**config.mk**
```make
export PLATFORM = sky130hd
export DESIGN_NAME = alu_arbiter
export DESIGN_NICKNAME = d
export VERILOG_FILES = /design/src/rtl/alu_arbiter.sv
export SDC_FILE = /design/constraint.sdc
export NUM_CORES = 1
export LEC_CHECK = 0
export BUFFER_PORTS_ARGS = -buffer_cell sky130_fd_sc_hd__buf_4
export CAP_MARGIN = 20
export CORE_ASPECT_RATIO = 1.4
export CORE_MARGIN = 2
export CORE_UTILIZATION = 35
export DETAILED_ROUTE_END_ITERATION = 10
export GPL_ROUTABILITY_DRIVEN = 1
export PLACE_DENSITY_LB_ADDON = 0.15
export SLEW_MARGIN = 10
export SYNTH_ARGS = -nofsm -noshare
export SYNTH_HDL_FRONTEND = slang
export SYNTH_SLANG_ARGS = --single-unit
```
**constraint.sdc**
```tcl
create_clock -name clk -period 6.3 [get_ports clk]
set_input_delay 0.315 -clock clk [delete_from_list [all_inputs] [get_ports clk]]
set_output_delay 0.315 -clock clk [all_outputs]
set_load 0.1 [all_outputs]
```
**src/rtl/alu_arbiter.sv**
```systemverilog
// Round-robin arbiter sharing one 8-bit ALU between two requesters.
// One operation in flight; result returned on a tagged response port.
//
// state     | meaning
// ----------+------------------------------------------------------
// ST_IDLE   | waiting for a request; grant logic active
// ST_EXEC   | operands latched, ALU result registered at end of cycle
// ST_RESP   | rsp_valid high, holding result until rsp_ready
module alu_arbiter #(
    parameter int W     = 8,
    parameter int CNT_W = 16
) (
    input  logic             clk,
    input  logic             rst_n,
    input  logic             req0_valid,
    output logic             req0_ready,
    input  logic [W-1:0]     req0_a,
    input  logic [W-1:0]     req0_b,
    input  logic [2:0]       req0_op,
    input  logic             req1_valid,
    output logic             req1_ready,
    input  logic [W-1:0]     req1_a,
    input  logic [W-1:0]     req1_b,
    input  logic [2:0]       req1_op,
    output logic             rsp_valid,
    input  logic             rsp_ready,
    output logic [W-1:0]     rsp_data,
    output logic             rsp_id,
    output logic             busy,
    output logic [CNT_W-1:0] op_cnt
);

    localparam logic [1:0] ST_IDLE = 2'd0;
    localparam logic [1:0] ST_EXEC = 2'd1;
    localparam logic [1:0] ST_RESP = 2'd2;

    logic [1:0]   state;
    logic         last_id;
    logic [W-1:0] a_q;
    logic [W-1:0] b_q;
    logic [2:0]   op_q;
    logic         id_q;
    logic         grant0;
    logic         grant1;
    logic [W-1:0] alu_y;

    // last_id resets to 1 so requester 0 wins the first tie
    always_comb begin
        grant0 = req0_valid && (!req1_valid || last_id);
        grant1 = req1_valid && (!req0_valid || !last_id);
    end

    assign req0_ready = (state == ST_IDLE) && grant0;
    assign req1_ready = (state == ST_IDLE) && grant1;

    always_comb begin
        alu_y = a_q;
        case (op_q)
            3'b001:  alu_y = a_q + b_q;
            3'b010:  alu_y = a_q - b_q;
            3'b011:  alu_y = a_q & b_q;
            3'b100:  alu_y = a_q | b_q;
            3'b101:  alu_y = a_q ^ b_q;
            default: alu_y = a_q;
        endcase
    end

    always_ff @(posedge clk or negedge rst_n) begin
        if (!rst_n) begin
            state     <= ST_IDLE;
            last_id   <= 1'b1;
            a_q       <= '0;
            b_q       <= '0;
            op_q      <= '0;
            id_q      <= 1'b0;
            rsp_valid <= 1'b0;
            rsp_data  <= '0;
            rsp_id    <= 1'b0;
            busy      <= 1'b0;
            op_cnt    <= '0;
        end else begin
            case (state)
                ST_IDLE: begin
                    if (req0_ready || req1_ready) begin
                        a_q     <= req1_ready ? req1_a : req0_a;
                        b_q     <= req1_ready ? req1_b : req0_b;
                        op_q    <= req1_ready ? req1_op : req0_op;
                        id_q    <= req1_ready;
                        last_id <= req1_ready;
                        state   <= ST_EXEC;
                        busy    <= 1'b1;
                    end
                end
                ST_EXEC: begin
                    rsp_data  <= alu_y;
                    rsp_id    <= id_q;
                    rsp_valid <= 1'b1;
                    state     <= ST_RESP;
                end
                ST_RESP: begin
                    if (rsp_ready) begin
                        rsp_valid <= 1'b0;
                        op_cnt    <= op_cnt + CNT_W'(1);
                        state     <= ST_IDLE;
                        busy      <= 1'b0;
                    end
                end
                default: begin
                    state     <= ST_IDLE;
                    rsp_valid <= 1'b0;
                    busy      <= 1'b0;
                end
            endcase
        end
    end

endmodule
```
==> impl_metrics.toml <==
[run_status]
status = "completed"

[yosys]
total_of_flip_flops_plus_latches_after_synthesis = 50
synth_cells = 358
synth.yosys.seq_area_share_pct = 39.7
ys_warn_count = 0
synth.largest_area_cell = "sky130_fd_sc_hd__dfrtp_1"
synth.lib_cells_used.distinct = 49
synth_enable_flop_cells = 0
post-synth-top-area-fraction_pct = 38.8
synth-main-ff-cell = "sky130_fd_sc_hd__dfrtp_1"
synth-async-reset-ratio_pct = 100
average_cell_area_after_synthesis_um2 = 8.82
syn_nets = 427
synthesis.area_um2 = 3160
netlist_top_cells_area = "sky130_fd_sc_hd__dfrtp_1 39%, sky130_fd_sc_hd__ha_1 9.9%, sky130_fd_sc_hd__nand2_1 7.6%, sky130_fd_sc_hd__xnor2_1 5.8%, sky130_fd_sc_hd__a31oi_1 4.8%"

[layout]
nets = 487
utilization_pct = 43.8
final.fill_count = 918
drive_above_1_share_pct = 21.7
mostFrequentLayoutCells = "72 x sky130_fd_sc_hd__buf_4, 64 x sky130_fd_sc_hd__nand2_1, 49 x sky130_fd_sc_hd__dfrtp_1"
syn_to_layout_area_delta_pct = 23.1
final_common_cell = "sky130_fd_sc_hd__buf_4"
antennaDiodeCount = 0

[sta]
setup_viol_count_final = 0
timing.fmax_mhz = 333
min_period_over_period_pct = 47.6
slew-limit-headroom_pct = 43.1
drv_slew = 0
report.final.hold_viol_count = 0
rsz0062_at_grt = "false"
finalSetupTns_ns = 0
max_slew.worst_pin.slew_ns = 0.852
clock_skew_ns = 0.00869
layout_min_cycle_time_ns = 3.00

[route]
drt.antenna.violating_nets = 0
drt-total-wl_um = 7430
via_count = 2718
routed_via_density = 5.17
wire_per_inst_um = 14.1
drt-pass1-iter-count = 4
drcViolationCount = 0
drtIter0Drc = 86

[cts]
tritoncts.num_buffers = 5
buffer_count_from_post_cts_setup_fixing = 0
number_of_gates_resized_after_cts = 0
clock_sink_count = 50
cts_tree = "done"
clock_tree_root_buffer_cell = "sky130_fd_sc_hd__clkbuf_16"
clk_transition_reported_paths_ns = 0.08
worstSkewPairLatency_ns = 0.30
holdBufCountCts = 0
clock_tree.buffer_depth = 2
ctsHtreeMaxLevel = 2

[setup_path]
capturing_element_type_of_the_critical_path = "register"
worstPathCellList = "nor3b_4 -> nor2_1 -> xnor2_1 -> ha_1 -> nor2b_4 -> o31a_1 -> o21a_1 -> or3_1 -> a31o_1"
worst-r2r-cell-count = 9
worst-r2r-setup-slack_ns = 3.30
timing.rr.end = "rsp_data[6]"
r2r_start = "op_q[1]"
timing.setup.critical_path_class = "register to register"
critical_path_at_ns = 3.20
timing.critical_path.max_delay_family = "simple AND/OR/NAND/NOR gates"
startpoint_type = "register"
sum_of_buffers_and_inverters_on_the_critical_path = 0
critical-path-slowest-cell = "sky130_fd_sc_hd__dfrtp_1"
critical-path-max-stage-delay_ns = 0.84
cp_max_fo = 25
cp.required_ns = 6.49

[grt]
number_of_global_route_vias_before_repair = 2649
overflow_left_after_global_routing = 0
track_usage_pct = 16.0
largest_net_degree_at_the_start_of_global_routing = 51
grt_antenna_before_repair = 0
grt_pass1_wl_um = 12600

[die]
num_rows = 41
floorplan.die.width_um = 84.3
core_um2 = 8870
die_area_um2 = 9810
fp.dieH_um = 116
floorplan.io_pins = 72
start_util_pct = 35.6

[placed_design]
port_buffers = 71
hpwl_um = 5650
gp_routability_congestion = 0.853

[job]
maxCapViolCount = 0

[hold_path]
hold_path.class = "input pin to async pin"
-- Yosys cell counts, drive strengths merged, types with 2 or more instances --
cell type,n
nand3b,2
o21ai,17
ha,25
dfrtp,49
xnor2,21
nand4,5
a21o,3
buf,8
mux2,3
nand2b,4
o21a,3
a31oi,24
a21oi,5
and3b,2
xor2,5
or3,2
a22o,9
nand3,13
nor3,4
o22ai,4
clkbuf,11
inv,19
nand2,64
nor2,37
-- per-stage QoR --
stage          instances  worst slack (ns)  instance area [µm²]  hold slack, ns
2_1_floorplan        358              3.93                 3160          0.0194
3_3_place_gp         518              3.38                 3730           0.386
3_5_place_dp         518              3.31                 3730           0.385
4_1_cts              526              3.22                 3890          0.0577
5_1_grt              526              2.91                 3890          0.0926
6_report             526              3.30                 3890          0.0262
-- sequential cells by signal (all words and copies together), names as in the netlist --
name and count:
op_cnt 16, a_q 8, b_q 8, rsp_data 8, op_q 3, state 2, busy 1, id_q 1
last_id 1, rsp_id 1, rsp_valid 1
-- metal layers --
layer  share of wire (%)  up-vias  track usage [%]
met5                   0        -                0
met4                 2.0        0             6.13
met3                 4.2       10             2.69
met2                  51       62             29.8
met1                  42     1290             18.2
li1                    -     1356                -
-- kinds of logic (layout without fill, tap and decap cells) --
kind of cell	count (synthesis)	count (layout)	synth area share, %
flops	50	50	39.7
simple gates	140	140	20.4
compound gates	74	74	15.5
buf+inv	38	99	5.35
xor+xnor	26	26	7.21
mux	4	4	1.39
fa+ha+maj	26	26	10.5
-- worst max path at each step --
| stage | start | end | slack (ns) | cells after the start |
|---|---|---|---|---|
| 2_1_floorplan | op_q[2] | rsp_data[6] | 3.93 | 9 |
| 3_3_place_gp | op_q[1] | rsp_data[6] | 3.38 | 9 |
| 3_5_place_dp | op_q[1] | rsp_data[6] | 3.31 | 9 |
| 4_1_cts | state[0] | req0_ready | 3.22 | 4 |
| 5_1_grt | state[0] | req0_ready | 2.91 | 4 |
| 6_report | op_q[1] | rsp_data[6] | 3.30 | 9 |
-- worst register-to-register path, stage by stage (launching register included) --
cell	delay [ns]
sky130_fd_sc_hd__dfrtp_1	0.84
sky130_fd_sc_hd__nor3b_4	0.42
sky130_fd_sc_hd__nor2_1	0.09
sky130_fd_sc_hd__xnor2_1	0.13
sky130_fd_sc_hd__ha_1	0.33
sky130_fd_sc_hd__nor2b_4	0.15
sky130_fd_sc_hd__o31a_1	0.26
sky130_fd_sc_hd__o21a_1	0.18
sky130_fd_sc_hd__or3_1	0.30
sky130_fd_sc_hd__a31o_1	0.20
-- area by class of cell --
class                      count  area, µm²  area share (%)
clock buffer                   5        125            3.22
clock inverter                 3       28.8           0.740
inverter                      19       71.3            1.83
multi-input combinational    270       1740            44.7
sequential                    50       1250            32.2
tap                          107        134            3.44
timing repair buffer          72        541            13.9
Power is left out: the tool's default activity adds up to more than one toggle a clock period on the data nets, which glitch-free logic cannot reach.
